## config.mk

```make
export PLATFORM = sky130hd
export DESIGN_NAME = vga_axil_slave_ctrl
export DESIGN_NICKNAME = d
export VERILOG_FILES = /design/src/rtl/vga_axil_slave_ctrl.sv
export SDC_FILE = /design/constraint.sdc
export NUM_CORES = 1
export LEC_CHECK = 0
export ABC_AREA = 0
export CAP_MARGIN = 5
export CORE_ASPECT_RATIO = 0.5
export CORE_UTILIZATION = 40
export DETAILED_ROUTE_END_ITERATION = 7
export PLACE_DENSITY = 0.87
export SETUP_SLACK_MARGIN = 0.3
export SLEW_MARGIN = 40
export SYNTH_ARGS = -nofsm -noshare
export SYNTH_HDL_FRONTEND = slang
export SYNTH_SLANG_ARGS = --single-unit
```

## constraint.sdc

```tcl
create_clock -name clk_i -period 2.09 [get_ports clk_i]
set_input_delay 0.418 -clock clk_i [delete_from_list [all_inputs] [get_ports clk_i]]
set_output_delay 0.418 -clock clk_i [all_outputs]
set_load 0.1 [all_outputs]
```

## src/rtl/vga_axil_slave_ctrl.sv

```systemverilog
// vga_axil_slave_ctrl
// AXI-Lite slave that turns each AXI-Lite write/read into a single-cycle
// native strobe towards a word-addressed register file or memory.
// Write and read channels run as two independent FSMs. A read that would be
// issued in the same cycle as a native write waits one cycle, so it always
// observes that write.
// Optional build macro: VGA_AXIL_WSTRB_EN. When defined, AXI byte strobes are
// forwarded on strb_o and an all-zero strobe is a no-op write. When undefined,
// strb_o is all ones and wstrb_i is ignored.
module vga_axil_slave_ctrl #(
    parameter int AXIL_DATA_WIDTH = 32,
    parameter int AXIL_ADDR_WIDTH = 16,
    parameter int NUM_WORDS       = 64,
    parameter int READ_LATENCY    = 1,
    localparam int STRB_W         = AXIL_DATA_WIDTH / 8,
    localparam int OFF_W          = $clog2(STRB_W),
    localparam int NATIVE_AW      = AXIL_ADDR_WIDTH - OFF_W
) (
    input  logic                       clk_i,
    input  logic                       rst_i,
    // write address channel
    input  logic [AXIL_ADDR_WIDTH-1:0] awaddr_i,
    input  logic                       awvalid_i,
    output logic                       awready_o,
    // write data channel
    input  logic [AXIL_DATA_WIDTH-1:0] wdata_i,
    input  logic [STRB_W-1:0]          wstrb_i,
    input  logic                       wvalid_i,
    output logic                       wready_o,
    // write response channel
    output logic [1:0]                 bresp_o,
    output logic                       bvalid_o,
    input  logic                       bready_i,
    // read address channel
    input  logic [AXIL_ADDR_WIDTH-1:0] araddr_i,
    input  logic                       arvalid_i,
    output logic                       arready_o,
    // read data channel
    output logic [AXIL_DATA_WIDTH-1:0] rdata_o,
    output logic [1:0]                 rresp_o,
    output logic                       rvalid_o,
    input  logic                       rready_i,
    // native write port
    output logic [NATIVE_AW-1:0]       addr_write_o,
    output logic [AXIL_DATA_WIDTH-1:0] data_o,
    output logic [STRB_W-1:0]          strb_o,
    output logic                       write_en_o,
    // native read port
    output logic [NATIVE_AW-1:0]       addr_read_o,
    output logic                       read_en_o,
    input  logic [AXIL_DATA_WIDTH-1:0] data_i
);

    localparam logic [1:0] RESP_OKAY   = 2'b00;
    localparam logic [1:0] RESP_SLVERR = 2'b10;

    // Latency counter only needs to reach READ_LATENCY-1 (max 3).
    localparam int              CNT_W     = 2;
    localparam logic [CNT_W-1:0] LAT_LAST = CNT_W'(READ_LATENCY - 1);

    // One extra bit so NUM_WORDS == 2**NATIVE_AW is representable.
    localparam logic [NATIVE_AW:0] WORDS_LIMIT = (NATIVE_AW + 1)'(NUM_WORDS);

    typedef enum logic [2:0] {
        WR_IDLE,
        WR_WAIT_W,
        WR_WAIT_AW,
        WR_EXEC,
        WR_RESP
    } wr_state_t;

    typedef enum logic [1:0] {
        RD_IDLE,
        RD_EXEC,
        RD_WAIT,
        RD_RESP
    } rd_state_t;

    wr_state_t wr_state;
    wr_state_t wr_next;
    rd_state_t rd_state;
    rd_state_t rd_next;

    logic [CNT_W-1:0]           lat_cnt;
    logic [AXIL_DATA_WIDTH-1:0] rdata_q;
    logic                       wr_in_range;
    logic                       rd_in_range;
    logic                       wr_strb_any;

    function automatic logic word_in_range(input logic [NATIVE_AW-1:0] idx);
        return {1'b0, idx} < WORDS_LIMIT;
    endfunction

    assign wr_in_range = word_in_range(addr_write_o);
    assign rd_in_range = word_in_range(addr_read_o);

    // Byte-offset bits of the AXI addresses carry no meaning for word access.
    logic unused_addr_offset;
    assign unused_addr_offset = ^{awaddr_i[OFF_W-1:0], araddr_i[OFF_W-1:0]};

`ifdef VGA_AXIL_WSTRB_EN
    logic [STRB_W-1:0] strb_q;
    assign strb_o      = strb_q;
    assign wr_strb_any = |strb_q;
`else
    logic unused_wstrb;
    assign unused_wstrb = ^wstrb_i;
    assign strb_o       = '1;
    assign wr_strb_any  = 1'b1;
`endif

    assign rdata_o = rdata_q;

    // State registers for the write and read channel FSMs
    always_ff @(posedge clk_i) begin
        if (rst_i) begin
            wr_state <= WR_IDLE;
            rd_state <= RD_IDLE;
        end else begin
            wr_state <= wr_next;
            rd_state <= rd_next;
        end
    end

    // Write FSM: next state, channel handshakes and the native write strobe
    always_comb begin
        wr_next    = wr_state;
        awready_o  = 1'b0;
        wready_o   = 1'b0;
        bvalid_o   = 1'b0;
        bresp_o    = RESP_OKAY;
        write_en_o = 1'b0;
        if (!rst_i) begin
            case (wr_state)
                WR_IDLE: begin
                    awready_o = 1'b1;
                    wready_o  = 1'b1;
                    if (awvalid_i && wvalid_i) begin
                        wr_next = WR_EXEC;
                    end else if (awvalid_i) begin
                        wr_next = WR_WAIT_W;
                    end else if (wvalid_i) begin
                        wr_next = WR_WAIT_AW;
                    end
                end
                WR_WAIT_W: begin
                    wready_o = 1'b1;
                    if (wvalid_i) begin
                        wr_next = WR_EXEC;
                    end
                end
                WR_WAIT_AW: begin
                    awready_o = 1'b1;
                    if (awvalid_i) begin
                        wr_next = WR_EXEC;
                    end
                end
                WR_EXEC: begin
                    write_en_o = wr_in_range && wr_strb_any;
                    wr_next    = WR_RESP;
                end
                WR_RESP: begin
                    bvalid_o = 1'b1;
                    bresp_o  = wr_in_range ? RESP_OKAY : RESP_SLVERR;
                    if (bready_i) begin
                        wr_next = WR_IDLE;
                    end
                end
                default: wr_next = WR_IDLE;
            endcase
        end
    end

    // Write capture: address and data are latched on their own handshakes
    always_ff @(posedge clk_i) begin
        if (rst_i) begin
            addr_write_o <= '0;
            data_o       <= '0;
`ifdef VGA_AXIL_WSTRB_EN
            strb_q       <= '0;
`endif
        end else begin
            if (awvalid_i && awready_o) begin
                addr_write_o <= awaddr_i[AXIL_ADDR_WIDTH-1:OFF_W];
            end
            if (wvalid_i && wready_o) begin
                data_o <= wdata_i;
`ifdef VGA_AXIL_WSTRB_EN
                strb_q <= wstrb_i;
`endif
            end
        end
    end

    // Read FSM: next state, AR/R handshakes and the native read strobe.
    // A read in RD_EXEC yields to a native write in the same cycle.
    always_comb begin
        rd_next   = rd_state;
        arready_o = 1'b0;
        rvalid_o  = 1'b0;
        rresp_o   = RESP_OKAY;
        read_en_o = 1'b0;
        if (!rst_i) begin
            case (rd_state)
                RD_IDLE: begin
                    arready_o = 1'b1;
                    if (arvalid_i) begin
                        rd_next = RD_EXEC;
                    end
                end
                RD_EXEC: begin
                    if (!write_en_o) begin
                        read_en_o = rd_in_range;
                        rd_next   = RD_WAIT;
                    end
                end
                RD_WAIT: begin
                    if (lat_cnt == LAT_LAST) begin
                        rd_next = RD_RESP;
                    end
                end
                RD_RESP: begin
                    rvalid_o = 1'b1;
                    rresp_o  = rd_in_range ? RESP_OKAY : RESP_SLVERR;
                    if (rready_i) begin
                        rd_next = RD_IDLE;
                    end
                end
                default: rd_next = RD_IDLE;
            endcase
        end
    end

    // Read address capture, latency count and sampling of native read data
    always_ff @(posedge clk_i) begin
        if (rst_i) begin
            addr_read_o <= '0;
            lat_cnt     <= '0;
            rdata_q     <= '0;
        end else begin
            if (arvalid_i && arready_o) begin
                addr_read_o <= araddr_i[AXIL_ADDR_WIDTH-1:OFF_W];
            end
            if (rd_state == RD_EXEC) begin
                lat_cnt <= '0;
            end else if (rd_state == RD_WAIT) begin
                lat_cnt <= lat_cnt + CNT_W'(1);
            end
            if (rd_state == RD_WAIT && lat_cnt == LAT_LAST) begin
                rdata_q <= rd_in_range ? data_i : '0;
            end
        end
    end

endmodule

```

Word-level counts from Yosys, hierarchy flattened:

Index checks and enable logic that the tools add are counted.

* register bits after elaboration: 99
* input bits: 107
* logic and storage cells: 72

* add/subtract/negate cells: 1
* magnitude comparators: 2
* equality and inequality tests: 15
* muxes and demuxes: 34
* reduce and logical (&&, ||, !) cells: 13

Operators by type and width (count)
* 32-bit 2-to-1 mux: 1
* 14-bit by 7-bit less-than comparator with 1-bit output, second input constant: 2
* 2-bit 2-to-1 mux: 10
* 3-bit 2-to-1 mux: 6
* 1-bit 2-to-1 mux: 15
* 3-bit case mux with 5 select lines: 1
* 2-bit inequality test, second input constant: 7
* 2-bit case mux with 4 select lines: 1
* 4-bit AND reduction: 2
* 3-bit by 2-bit equality test with 1-bit output, second input constant: 2
* 2-bit OR reduction: 3
* 1-bit logical AND: 5
* 2-bit equality test, second input constant: 2
* 2-bit zero test: 2
* 4-bit inequality test, second input constant: 1
* 3-bit by 1-bit equality test with 1-bit output, second input constant: 1
* 3-bit equality test, second input constant: 1
* 3-bit zero test: 1
* 2-bit by 1-bit adder with 2-bit output, second input constant: 1
* 2-bit by 1-bit equality test with 1-bit output, second input constant: 1

Logic depth before layout (Yosys ltp):

Gate-level depths: netlist of run 1.

* depth in word-level cells: 6
* gate-level depth with buffers: 8

Worst setup path after synthesis of run 1:

OpenSTA, ideal clock, no wires.

* path type: register to output
* start: register addr_write_o[13]
* end: output read_en_o
* arrival time: 5.071 ns
* data required time: 1.672 ns
* path slack: -3.399 ns
* cell stages (with the launch flop): 4
* path buffers: 0
* cells stage by stage: dfxtp_1 > or4_1 > nor3_1 > nor4b_1

* longest elaborated chain between the ends: 6

Ends and longest elaborated chain
* start: declaration: RTL line 44 `output logic [NATIVE_AW-1:0] addr_write_o,`
* start signal: assignment: RTL line 184 `addr_write_o <= awaddr_i[AXIL_ADDR_WIDTH-1:OFF_W];`
* 14-bit by 7-bit less-than comparator with 1-bit output: RTL line 91 `return {1'b0, idx} < WORDS_LIMIT;`
* 1-bit 2-to-1 mux: RTL line 134 `case (wr_state)`
* 1-bit 2-to-1 mux: RTL line 133 `if (!rst_i) begin`
* named net write_en_o: RTL line 47 `output logic write_en_o,`
* 1-bit 2-to-1 mux: RTL line 212 `if (!write_en_o) begin`
* 1-bit 2-to-1 mux: RTL line 204 `case (rd_state)`
* 1-bit 2-to-1 mux: RTL line 203 `if (!rst_i) begin`
* end: declaration: RTL line 50 `output logic read_en_o,`

The timed path passes the listed nets, and every way through them passes these cells.

Worst setup path in the final report of run 1:

* start: register addr_read_o[10]
* end: output read_en_o

* longest elaborated chain between the ends: 4

Ends and longest elaborated chain
* start: declaration: RTL line 49 `output logic [NATIVE_AW-1:0] addr_read_o,`
* start signal: assignment: RTL line 242 `addr_read_o <= araddr_i[AXIL_ADDR_WIDTH-1:OFF_W];`
* 14-bit by 7-bit less-than comparator with 1-bit output: RTL line 91
* 1-bit 2-to-1 mux: RTL line 212
* 1-bit 2-to-1 mux: RTL line 204
* 1-bit 2-to-1 mux: RTL line 203

No other way between the ends.

==> results.cfg, run 1 <==
[final_layout]
layout_common_cells = buf_4 (107), clkdlybuf4s50_1 (97), dfxtp_1 (79), nand2b_1 (64), nand2_1 (62)
fin_util_pct = 68.2
multi_input_area_um2 = 2000
fin_nets = 753
area_growth_syn_to_layout_pct = 60.6
fill_cells = 730
ff_latch_area_um2 = 2040
antenna_cells = 0
final_cell_count_no_fill = 780
final_common_cell = buf_4
drive_above_1_share_pct = 38.0

[clocking]
numClockSinks = 99
path_clk_slew_ns = 0.07
cts_tree = built
ctsHoldBuffers = 0
numCtsBuffers = 9
cts_buffer_depth = 2
htree_num_levels = 3
cts_root_buf = clkbuf_16
clk_latency_ns = 0.35

[worst_setup_path]
crit_type = flip-flop to output port
worst-path-stages = 5
worst-path-max-fanout = 3
r2r_setup_slack_ns = 0.31
reg2reg_depth = 7
worstPathCellList = or4_4, nor2_4, nor4b_4, buf_4, buf_12
critPathBufInv = 2
slowest_delay_ns = 0.55
cp.required_ns = 1.67
start_kind = flip-flop
cp_slowest_cell = or4_4
end_kind = output port
arrival_ns = 1.91
crit_family = simple AND/OR/NAND/NOR gates

[floorplan]
core_area_um2 = 9730
initial_core_util_pct = 42.4
ioPinCount = 214
core.rowCount = 25
die_h_um = 73.8
dieArea_um2 = 10800
die_x_um = 146

[synthesis]
yosysWarningCount = 0
synth_cells = 439
synth-seq-area-share_pct = 48.0
syn_avg_cell_area_um2 = 9.41
netlist_area_um2 = 4130
synth_cell_type_count = 36
synth_seq_cells = 99

[route]
ant_nets = 0
drtIter0Drc = 212
post_drt_wl_per_cell_um = 14.3
wirelength_mm = 11.2
vias = 3674
drc = 0
avgViaCountPerCell = 4.71
dr.pass1.iters = 4

[status]
status = complete, but fails checks
violations = negative setup slack

[power_and_ir_drop]
leakage_uw = 0.00259
powerDensity_nw_per_um2 = 1090
p_total_uw = 7210
peakVddDrop_mv = 0.410

[timing]
period_share_pct = 111
period_minus_slack_ns = 2.33
fmax_ghz = 0.429
finalWorstSetupSlack_ns = -0.239
rsz0062_at_grt = yes
slew_violations = 0
finalSetupViolCount = 4
hold_viol_final = 0
fin_worst_skew_ns = 0.00629

[global_route]
grt_pass1_wl_mm = 17.3
grt.total_usage_pct = 20.4
grt_max_degree = 65
grt_pass1_vias = 3526
gr-total-overflow = 0
antenna_found_initial = 0

[placement]
dp_cells = 753
dp.final_hpwl_mm = 7.78
port_buffers = 199
globalplace.congestion = 0.751

[min_path]
holdPathStages = 2
hold_class = flip-flop to flip-flop

[job]
drv_cap = 0
==> report_power, final <==
part / switching, uW / total, uW / internal [uW]
Combinational: 2320 / 3340 / 1010
Clock: 765 / 1590 / 828
Sequential: 153 / 2280 / 2120
Total: 3240 / 7210 / 3970
==> metal layers <==
metal / vias up / wire length [um] / track usage (%)
li1: 1853 / - / -
met1: 1694 / 4500 / 22.3
met2: 99 / 5860 / 37.4
met3: 28 / 471 / 5.84
met4: 0 / 321 / 10.2
met5: - / 0 / 0
==> logic make-up (layout without fill, tap and decap cells) <==
group | after synthesis | in the layout | share of synthesized area [%]
AOI/OAI and AO/OA | 101 | 101 | 18.1
xor gates and xnor gates | 1 | 1 | 0.212
adders and majority gates | 6 | 6 | 1.82
buffers and inverters | 42 | 244 | 6.55
DFF | 99 | 99 | 48.0
muxes | 1 | 1 | 0.242
other | 2 | 6 | 0.182
and+or+nand+nor | 187 | 187 | 24.9
==> worst register-to-register path, stage by stage, from the launching register on <==
cell,delay [ns]
dfxtp_4,0.35
or4_4,0.55
buf_4,0.17
nor3_4,0.17
buf_6,0.16
clkbuf_16,0.17
a22oi_2,0.06
nor2_2,0.08
==> cells in the mapped netlist <==
master	number	area, um^2
or2_1	1	6.26
a22oi_1	2	15.0
nand2_1	63	236
o21ai_1	1	5.00
buf_2	6	30.0
nor2b_1	3	18.8
or2b_1	1	7.51
a21oi_1	4	20.0
or4_1	1	7.51
nand4bb_1	1	11.3
clkbuf_8	3	41.3
nor3_4	1	16.3
inv_1	7	26.3
ha_1	6	75.1
clkbuf_1	13	48.8
nor4b_1	1	8.76
buf_4	6	45.0
nor2_2	32	200
o22a_1	1	8.76
or3b_2	1	8.76
a22oi_2	30	375
nor3_1	3	15.0
conb_1	2	7.51
buf_6	7	78.8
nor2_1	9	33.8
mux2i_1	1	10.0
dfxtp_1	99	1980
o21ai_0	61	305
and2_1	1	6.26
xnor2_1	1	8.76
or3_1	1	6.26
o221ai_1	1	8.76
or4_4	3	33.8
nor4_2	1	12.5
nand2b_1	64	400
o21a_1	1	7.51
==> final timing paths <==
path              startpoint           to
max          addr_read_o[10]    read_en_o
min               data_o[29]   data_o[29]
max reg2reg  addr_read_o[10]  rdata_o[13]
min reg2reg       data_o[29]   data_o[29]
==> what timing repair did <==
item / in CTS / in global routing
setup buffers: 4 / 4
pin swaps: 6 / 6
endpoints found under the setup margin: 6 / 39
gates resized for setup: 5 / 6
gates cloned: 0 / 3
==> layout make-up <==
class / count / share of cell area, %
clock buffer: 9 / 3.40
clock inverter: 7 / 0.924
inverter: 7 / 0.396
multi-input combinational: 302 / 30.2
sequential: 99 / 30.8
tap: 135 / 2.55
timing repair buffer: 221 / 31.8
==> metrics by stage <==
stage                     cell area, um^2  setup WS [ns]  TNS [ns]  hold WS, ns
after floorplan                      4320          -2.58     -3.62        0.475
after global placement               6180         0.0786         0        0.460
after detailed placement             6180         0.0879         0        0.466
after CTS                            6520         -0.230    -0.477        0.479
after global routing                 6630         -0.295    -0.817        0.502
final                                6630         -0.239    -0.637        0.475
==> state kept, by name, indices dropped and copies added, names as in the netlist <==
signal        cells
rdata_o          32
lat_cnt           2
rd_state          2
addr_write_o     14
data_o           32
wr_state          3
addr_read_o      14
Note: power is estimated with default switching activity, not from simulation.
==> run 2: changes to the inputs <==
--- a/config.mk
+++ b/config.mk
@@ -11,6 +11,7 @@
 export CORE_UTILIZATION = 40
 export DETAILED_ROUTE_END_ITERATION = 7
 export PLACE_DENSITY = 0.87
+export RECOVER_POWER = 25
 export SETUP_SLACK_MARGIN = 0.3
 export SLEW_MARGIN = 40
 export SYNTH_ARGS = -nofsm -noshare
==> run 2 against run 1 <==
Effect of this change: the run still ends with negative setup slack left; clock skew hardly changed; non-clock buffer count stayed put; cell count stayed put; final area is 0.34% lower; sequential share of layout area is 0.067 points higher; fmax hardly changed.
==> results.cfg, run 2 (synthesis results as in run 1) <==
[clocking]
cts_root_buf = clkbuf_16
clk_latency_ns = 0.35
ctsHoldBuffers = 0
numClockSinks = 99
cts_tree = built
numCtsBuffers = 9
cts_buffer_depth = 2
path_clk_slew_ns = 0.07
htree_num_levels = 3

[timing]
finalWorstSetupSlack_ns = -0.239
worstMarginPinSlew_ns = 0.855
slew_violations = 0
finalSetupViolCount = 4
whs_ns = 0.475
fmax_ghz = 0.429
fin_worst_skew_ns = 0.00674
rsz0062_at_grt = yes
relSlewSlack_pct = 43.0
hold_viol_final = 0
period_minus_slack_ns = 2.33
period_share_pct = 111

[global_route]
grt.total_usage_pct = 20.4
antenna_found_initial = 0
gr-total-overflow = 0
grt_pass1_wl_mm = 17.3
grt_max_degree = 65
grt_pass1_vias = 3526

[min_path]
whs_endpoint = data_o[29]
hold_class = flip-flop to flip-flop
hp-start = data_o[29]
holdPathStages = 2

[route]
post_drt_wl_per_cell_um = 14.3
vias = 3674
wirelength_mm = 11.1
drtIter0Drc = 212
ant_nets = 0
drc = 0
avgViaCountPerCell = 4.71
dr.pass1.iters = 4

[worst_setup_path]
reg2reg_to = addr_read_o[4]
r2r_setup_slack_ns = 0.17
reg2reg_depth = 5
crit_family = simple AND/OR/NAND/NOR gates
cp_slowest_cell = or4_4
arrival_ns = 1.91
critPathBufInv = 2
crit_type = flip-flop to output port
slowest_delay_ns = 0.55
cp.required_ns = 1.67
reg2reg_from = rd_state[0]
crit_start = addr_read_o[10]
worstPathCellList = or4_4, nor2_4, nor4b_4, buf_4, buf_12
end_kind = output port
worst-path-max-fanout = 3
start_kind = flip-flop

[job]
drv_cap = 0

[final_layout]
drive_above_1_share_pct = 37.2
final_common_cell = buf_4
multi_input_area_um2 = 2000
fill_cells = 736
area_growth_syn_to_layout_pct = 60.1
fin_nets = 753
ff_latch_area_um2 = 2040
antenna_cells = 0
layout_common_cells = buf_4 (106), clkdlybuf4s50_1 (97), dfxtp_1 (81), nand2b_1 (64), nand2_1 (62)

[power_and_ir_drop]
peakVddDrop_mv = 0.412
leakage_uw = 0.00258
powerDensity_nw_per_um2 = 1090

[placement]
dp_slack_ns = 0.0879
dp.final_hpwl_mm = 7.78
globalplace.congestion = 0.751
port_buffers = 199

[floorplan]
die_x_um = 146
core.rowCount = 25
ioPinCount = 214
dieArea_um2 = 10800
initial_core_util_pct = 42.4
core_area_um2 = 9730
die_h_um = 73.8

[status]
violations = negative setup slack
status = complete, but fails checks
## run 2: cell types whose count changed in the layout (fill, tap and decap cells not counted)
cell,change
dfxtp_1,+2
dfxtp_2,-2
and2_1,+1
and2_4,-1
buf_12,-1
buf_4,-1
clkbuf_2,+1
clkbuf_4,+1
inv_1,+1
inv_2,-1
or2_0,+1
or2_4,-1
## run 2: layer usage
| layer | GRT usage (%) | share of wire, % | routed length, um | vias to the layer above |
|---|---|---|---|---|
| met1 | 22.3 | 40 | 4490 | 1695 |
| met5 | 0 | 0 | 0 | - |
| li1 | - | - | - | 1852 |
| met3 | 5.84 | 4.2 | 471 | 28 |
| met2 | 37.4 | 53 | 5860 | 99 |
| met4 | 10.2 | 2.9 | 321 | 0 |
## run 2: worst max-delay path by stage
stage          cells after the start  slack [ns]        end
2_1_floorplan                      3       -2.58  read_en_o
3_3_place_gp                       5        0.08  read_en_o
3_5_place_dp                       5        0.09  read_en_o
4_1_cts                            5       -0.23  read_en_o
5_1_grt                            5       -0.29  read_en_o
6_report                           5       -0.24  read_en_o
## run 2: layout make-up
class	count	area share, %
timing repair buffer	221	31.6
sequential	99	30.9
multi-input combinational	302	30.2
clock buffer	9	3.41
tap	135	2.56
clock inverter	7	0.928
inverter	7	0.398
## run 2: where the power goes
group | internal, uW | total (uW) | switching (uW)
Clock | 828 | 1600 | 767
Sequential | 2120 | 2270 | 151
Combinational | 1000 | 3330 | 2320
## run 2: per-stage QoR
step                      total power [uW]  cells  instance area [um^2]  utilization, %  TNS (ns)
after global placement                5430    753                  6180            63.5         0
after CTS                             7180    773                  6520            67.0    -0.477
after global routing                  7500    780                  6610            67.9    -0.817
final                                 7190    780                  6610            67.9    -0.639
after floorplan                       4750    443                  4320               -     -3.62
after detailed placement              5490    753                  6180            63.5         0
## run 2: worst reg2reg max path, stage by stage (launching register included)
cell	delay [ns]
dfxtp_1	0.34
inv_1	0.14
ha_4	0.15
nor2b_4	0.17
and2_1	0.71
o21ai_0	0.25
## run 2: repair_timing
action                                  CTS  global route
pin swaps                                 6             6
setup buffers                             4             4
endpoints found under the setup margin    6            39
cloned                                    0             3
resized for setup                         5             6
==> run 3: changes to the inputs <==
--- a/config.mk
+++ b/config.mk
@@ -12,7 +12,7 @@
 export DETAILED_ROUTE_END_ITERATION = 7
 export PLACE_DENSITY = 0.87
 export RECOVER_POWER = 25
-export SETUP_SLACK_MARGIN = 0.3
+export SETUP_SLACK_MARGIN = 0.4
 export SLEW_MARGIN = 40
 export SYNTH_ARGS = -nofsm -noshare
 export SYNTH_HDL_FRONTEND = slang
==> run 3 against run 2 <==
Effect of this change: the run still ends with negative setup slack left; non-clock buffer count is 10 higher; die area is the same; fmax grew 1.2%; critical path depth is the same; via count rose by 0.95%; setup slack gained 0.027 ns; sequential power grew 2%; clock skew down 0.0010 ns; combinational power is 4% higher; sequential cell count unchanged; clock-buffer cell count grew 3; largest power group unchanged.
==> results.cfg, run 3 (synthesis results as in run 1) <==
[route]
drc = 0
dr.pass1.iters = 4
post_drt_wl_per_cell_um = 14.7
drtIter0Drc = 164
avgViaCountPerCell = 4.69
vias = 3709
ant_nets = 0
wirelength_mm = 11.6

[power_and_ir_drop]
seqPwrFrac_pct = 31.6
leakage_uw = 0.00266
powerDensity_nw_per_um2 = 1070
pwr-share-clk_pct = 21.1
p_switching_uw = 3250
p_sw_share_pct = 44.5
p_total_uw = 7300
combPwrFrac_pct = 47.3
power.internal_uw = 4050
peakVddDrop_mv = 0.585

[global_route]
grt_pass1_wl_mm = 16.4
antenna_found_initial = 0
gr-total-overflow = 0
grt.total_usage_pct = 19.2
grt_max_degree = 42
grt_pass1_vias = 3413

[placement]
globalplace.congestion = 0.736
port_buffers = 199
dp.final_hpwl_mm = 7.55
dp_slack_ns = 0.0381

[timing]
hold_viol_final = 0
relSlewSlack_pct = 65.5
fmax_ghz = 0.434
setup_tns_ns = -0.461
finalSetupViolCount = 4
finalWorstSetupSlack_ns = -0.212
worstMarginPinSlew_ns = 0.518
fin_worst_skew_ns = 0.00570
period_minus_slack_ns = 2.30
whs_ns = 0.471
period_share_pct = 110
slew_violations = 0
rsz0062_at_grt = yes

[clocking]
ctsHoldBuffers = 0
cts_root_buf = clkbuf_16
cts_buffer_depth = 2
path_clk_slew_ns = 0.07
cts_tree = built
numClockSinks = 99
numCtsBuffers = 9
htree_num_levels = 3
clk_latency_ns = 0.34

[min_path]
hold_class = flip-flop to flip-flop
hp-start = addr_read_o[0]

[worst_setup_path]
crit_type = flip-flop to output port
arrival_ns = 1.88
crit_start = addr_read_o[9]
end_kind = output port
worst-path-max-fanout = 3
cp.required_ns = 1.67
start_kind = flip-flop
reg2reg_from = addr_read_o[12]

[final_layout]
ff_latch_area_um2 = 2050
fin_nets = 763
multi_input_area_um2 = 2040
drive_above_1_share_pct = 39.2
final_common_cell = buf_4
antenna_cells = 0
fill_cells = 699
area_growth_syn_to_layout_pct = 65.1
layout_common_cells = buf_4 (108), clkdlybuf4s50_1 (97), dfxtp_1 (78), nand2b_1 (64), nand2_1 (61)

[status]
status = complete, but fails checks
violations = negative setup slack

[floorplan]
core.rowCount = 25
initial_core_util_pct = 42.4
die_x_um = 146
dieArea_um2 = 10800
core_area_um2 = 9730
ioPinCount = 214
die_h_um = 73.8

[job]
drv_cap = 0
==> run 3: power groups by stage <==
| stage | logic (uW) | registers (uW) | clock network (uW) |
|---|---|---|---|
| 2_1_floorplan | 1120 | 3650 | 0 |
| 3_3_place_gp | 3120 | 2300 | 0 |
| 3_5_place_dp | 3150 | 2320 | 0 |
| 4_1_cts | 3260 | 2280 | 1580 |
| 5_1_grt | 3600 | 2330 | 1660 |
| 6_report | 3450 | 2310 | 1540 |
==> run 3: path summary, 6_finish.rpt <==
| check | endpoint | slack [ns] | cells past startpoint |
|---|---|---|---|
| hold / removal | addr_read_o[0] | 0.47 | 2 |
| setup reg to reg | rdata_o[21] | 0.25 | 7 |
| hold reg to reg | addr_read_o[0] | 0.47 | 2 |
| setup / recovery | read_en_o | -0.21 | 5 |
==> run 3: critical path, stage by stage, from the launching register on <==
cell and delay, ns:
dfxtp_2 0.33, or4_4 0.56, nor2_4 0.14, nor4b_4 0.19
buf_4 0.15, buf_12 0.16
==> run 3: area by class of cell <==
type,count,area share [%]
tap,135,2.48
clock inverter,4,0.367
clock buffer,12,3.62
multi-input combinational,302,29.9
inverter,7,0.459
sequential,99,30.1
timing repair buffer,231,33.0
==> run 3: repair_timing <==
action                     CTS  global route
setup endpoints to repair    8            43
gates cloned                 0             4
pin swaps                   15            12
setup buffers                8             8
gates resized for setup     13            21
==> run 3: layer usage <==
metal	GRT usage, %	share of wire [%]
met4	6.43	1.7
met3	5.16	4.1
met5	0	0
met2	35.5	52
met1	22.0	42
==> run 3: through the flow <==
step / utilization (%) / cells / cell area [um^2]
floorplan: - / 443 / 4340
global placement: 63.8 / 754 / 6210
detailed placement: 63.8 / 754 / 6210
CTS: 67.8 / 778 / 6590
global route: 70.1 / 790 / 6820
finish: 70.1 / 790 / 6820
